<file path="src/rtl/gate_bist_pkg.sv">
// Shared state encoding and common 2-input truth tables for the gate BIST checker.
package gate_bist_pkg;

  localparam logic [1:0] ST_IDLE_ENC   = 2'd0;
  localparam logic [1:0] ST_SETTLE_ENC = 2'd1;
  localparam logic [1:0] ST_CHECK_ENC  = 2'd2;
  localparam logic [1:0] ST_DONE_ENC   = 2'd3;

  typedef enum logic [1:0] {
    S_IDLE   = ST_IDLE_ENC,
    S_SETTLE = ST_SETTLE_ENC,
    S_CHECK  = ST_CHECK_ENC,
    S_DONE   = ST_DONE_ENC
  } bist_state_t;

  // Bit [v] is the expected output for input vector v = {a,b}.
  localparam logic [3:0] TT_AND2 = 4'b1000;
  localparam logic [3:0] TT_OR2  = 4'b1110;
  localparam logic [3:0] TT_XOR2 = 4'b0110;

endpackage

</file>
<file path="src/rtl/gate_bist_vec_gen.sv">
// Vector and settle counters: vec is the registered GUT stimulus; settle_done marks the last hold cycle.
// Latency: vec/cnt update on the edge after clear/advance; no backpressure, the FSM drives every step.
module gate_bist_vec_gen
  import gate_bist_pkg::*;
#(
  parameter int N_IN   = 2,
  parameter int SETTLE = 1
) (
  input  logic            clk,
  input  logic            rst,
  input  logic            clear,
  input  logic            settle_en,
  input  logic            advance,
  output logic [N_IN-1:0] vec,
  output logic            last_vec,
  output logic            settle_done
);

  localparam int CNT_W = (SETTLE > 1) ? $clog2(SETTLE) : 1;
  localparam logic [CNT_W-1:0] CNT_MAX = CNT_W'(SETTLE - 1);

  logic [CNT_W-1:0] cnt;

  always_ff @(posedge clk) begin
    if (rst || clear) begin
      vec <= '0;
      cnt <= '0;
    end else if (advance) begin
      vec <= vec + N_IN'(1);
      cnt <= '0;
    end else if (settle_en && !settle_done) begin
      cnt <= cnt + CNT_W'(1);
    end
  end

  assign settle_done = (cnt == CNT_MAX);
  assign last_vec    = (vec == {N_IN{1'b1}});

endmodule

</file>
<file path="config.mk">
export PLATFORM = sky130hd
export DESIGN_NAME = gate_bist_vec_gen
export DESIGN_NICKNAME = d
export VERILOG_FILES = /design/src/rtl/gate_bist_pkg.sv /design/src/rtl/gate_bist_vec_gen.sv
export SDC_FILE = /design/constraint.sdc
export NUM_CORES = 1
export LEC_CHECK = 0
export BUFFER_PORTS_ARGS = -buffer_cell sky130_fd_sc_hd__buf_2
export CORE_AREA = 2 2 39 41
export DETAILED_ROUTE_END_ITERATION = 6
export DIE_AREA = 0 0 41 43
export PLACE_DENSITY = 0.3
export REMOVE_ABC_BUFFERS = 1
export SLEW_MARGIN = 25
export SYNTH_ARGS = -nofsm -noshare
export SYNTH_HDL_FRONTEND = slang
export SYNTH_SLANG_ARGS = --single-unit
</file>
<file path="constraint.sdc">
create_clock -name clk -period 1.3 [get_ports clk]
set_input_delay 0.065 -clock clk [delete_from_list [all_inputs] [get_ports clk]]
set_output_delay 0.065 -clock clk [all_outputs]
set_load 0.1 [all_outputs]
</file>
Yosys cells after proc, flatten, opt, wreduce, memory -nomap -nowiden

Cells that the tools add are included.

Register bits after elaboration: 3
Input bits: 5
Logic and storage cells: 9

$add $sub $neg: 2
Equal/unequal tests: 1
Bitwise gates (word level): 1
Reduce and logical (&&, ||, !) cells: 3

Operators with widths:

| cell                  | number |
|---|---|
| $add A2 B1 Y2 const B | 1 |
| $eq A2 B2 Y1 const B  | 1 |
| $reduce_or A2 Y1      | 1 |
| $add A1 B1 Y1 const B | 1 |
| $logic_and A1 B1 Y1   | 1 |
| $logic_or A1 B1 Y1    | 1 |
| $not A1 Y1            | 1 |

Depth between registers and ports, before layout

Word-level depth: 2
Depth in mapped cells: 3

Worst setup path after synthesis

No wires, ideal clock.

Path type: register to output
Start point: register vec[0]
End point: output port last_vec
Arrival time: 1.895 ns
Required time: 1.235 ns
Setup slack: -0.660 ns
Cell stages (with the launch flop): 2
Cell sequence: dfxtp_1 -> ha_1

Word-level cells in the longest chain between the ends: 1

RTL lines:

| item                   | line                    | RTL |
|---|---|---|
| from (decl)            | gate_bist_vec_gen.sv:14 | `output logic [N_IN-1:0] vec,` |
| from (signal assigned) | gate_bist_vec_gen.sv:29 | `vec <= vec + N_IN'(1);` |
| $eq A2 B2 Y1           | gate_bist_vec_gen.sv:37 | `assign last_vec = (vec == {N_IN{1'b1}});` |
| to (decl)              | gate_bist_vec_gen.sv:15 | `output logic last_vec,` |

No other way between the ends.

Worst setup path after layout

Start point: register vec[0]
End point: output port vec[0]

No word-level cell between the ends.

==> metrics.txt <==
status complete, no violations; share of layout cells above drive strength 1 0.5833; drc violations 0; I/O Buffers 8; Hold WC Path Type in -> reg; Worst Path Max Fanout 3; initial antenna violation count 0; FILL cells between 150 and 200; CORE AREA 1384 sq um; Power Density between 1000 and 1500 nW/um^2; # diodes 0; Critical-path top delay cell buf_2; via count ~130; GRT Total Usage 0.05311; reg2reg setup slack about 0.33 ns; Die W ~41 um; area of the die roughly 1800 sq um; final hold vios 0; cell breakdown of the critical path buf_2; Max Cap Viol 0; Peak VDD IR roughly 510 uV; DR iter-0 viols 1; Crit Path Category reg -> out; Antenna Nets Post-Route 0; Worst Path Buf+Inv 1; Max Slew Vio Count 0; Clock Skews roughly 0.0079 ns; total CTS buffers 3; final wirelength 342 um; minimum clock period after layout between 1 and 1.5 ns; final critical-path share of the clock period 0.8635; CP Data Arrival Time 1.06 ns; routed len/inst around 8.6 um; Placer Congestion slightly above 0.5; CTS resizes 0; Core Rows 14; Setup Viol. Count Final 0; mapped cell area about 130 sq um; Core Util, Final 0.1772; Skew-Pair Late Insertion Delay 0.24 ns; worst-case clock buffer depth 2; total power between 300 and 400 uW; Worst-Margin Slew roughly 0.48 ns; synth top area cells dfxtp_1 45%, nor3_2 15%, nor4b_2 11%; most frequent cells in the layout 7 x buf_2, 3 x clkbuf_4, 3 x dfxtp_1; H-tree levels 1; fmax 890.8 MHz; global-route wire length before repair about 560 um; Initial DRT Pass Iterations 2; # IOs 9; largest net degree at the start of global routing 4; area leader, netlist dfxtp_1; CTS tree yes; Seq cells post-synth 3; crit path launch type flop; Setup crit end kind primary output; yosys warns 0; clk root buf clkbuf_4; Final #Nets 31; CP top delay family buffers and inverters; Initial Util 0.09674; register clock-pin slew on the reported worst setup and hold paths 0.04 ns; Die Ht 43 um; CP peak stage delay between 0.4 and 0.5 ns; share of the synthesized area in the top cell type 0.4486; register area share after synthesis 0.4486; Area growth syn-to-layout 83.18%; post-synthesis cell count 11; GR Overflow Total 0; commonest non-fill, non-tap cell in the layout buf_2; Req. time, crit path between 1 and 1.5 ns; vias in the first global route roughly 140; Slew HR 0.6792; Vias per Instance between 3 and 4; syn_area_per_cell ~12 sq um; Sink Count 3; count of cell types in the netlist 8; leakage 0.1053 nW; unrepaired setup endpoints after global routing no
-- layout make-up --
| type | instances | area, sq um | share of cell area |
|---|---|---|---|
| repair buffers | 9 | 65.06 | 0.2653 |
| flip-flops and latches | 3 | 60.06 | 0.2449 |
| clock buffers | 4 | 26.28 | 0.1071 |
| well taps | 16 | 20.02 | 0.08163 |
| inverters | 1 | 3.754 | 0.01531 |
| multi-input cells | 7 | 70.07 | 0.2857 |
-- per-stage QoR --
step                      hold WS (ns)  std cells  instance area, sq um  worst slack [ns]  TNS, ns
after floorplan                 0.1340         11                 133.9           -0.6605   -1.040
after global placement          0.2372         35                 209.0            0.3770        0
after detailed placement        0.2493         35                 209.0            0.3331        0
after CTS                      0.02939         40                 245.2            0.1589        0
after global routing           0.03111         40                 245.2            0.1196        0
final                          0.03469         40                 245.2            0.1775        0
-- layer usage --
metal  vias to the layer above  track usage  share of wire
li1                         63            -              -
met1                        55      0.05112           0.45
met2                         9      0.06875           0.42
met3                         0      0.03141           0.12
met4                         0      0.06000              0
met5                         -            0              0
-- state kept, by name, indices dropped and copies added, names as in the netlist --
signal / count
vec: 2
cnt: 1
-- logic make-up after synthesis --
group | share of synthesized area
and+or+nand+nor | 0.2897
DFF | 0.4486
adders and majority gates | 0.09344
xor gates and xnor gates | 0.06543
buffers and inverters | 0.02801
muxes | 0.07477
-- report_power, final --
part,switching (mW),internal (mW),total [mW]
logic,0.0275,0.0139,0.0414
registers,0.00214,0.0947,0.0968
clock network,0.0540,0.115,0.169
-- worst paths after layout --
path	from	endpoint	depth (start not counted)
setup / recovery	vec[0]$_SDFFE_PP0P_	vec[0]	1
hold / removal	clear	vec[0]$_SDFFE_PP0P_	2
setup reg to reg	vec[0]$_SDFFE_PP0P_	vec[1]$_SDFFE_PP0P_	3
hold reg to reg	cnt$_SDFFE_PP0P_	cnt$_SDFFE_PP0P_	2
-- synth_stat cells --
cell / instances
dfxtp_1: 3
nor3_2: 2
ha_1: 1
inv_1: 1
mux2i_1: 1
nor2_1: 1
nor4b_2: 1
xnor2_1: 1
-- timing repair --
item | CTS | global route
hold buffers | 1 | 0
setup endpoints to repair | 0 | 0
setup buffers | 0 | 0
endpoints found under the hold margin | 1 | 0
No activity file was read; power rests on OpenSTA's default activity.
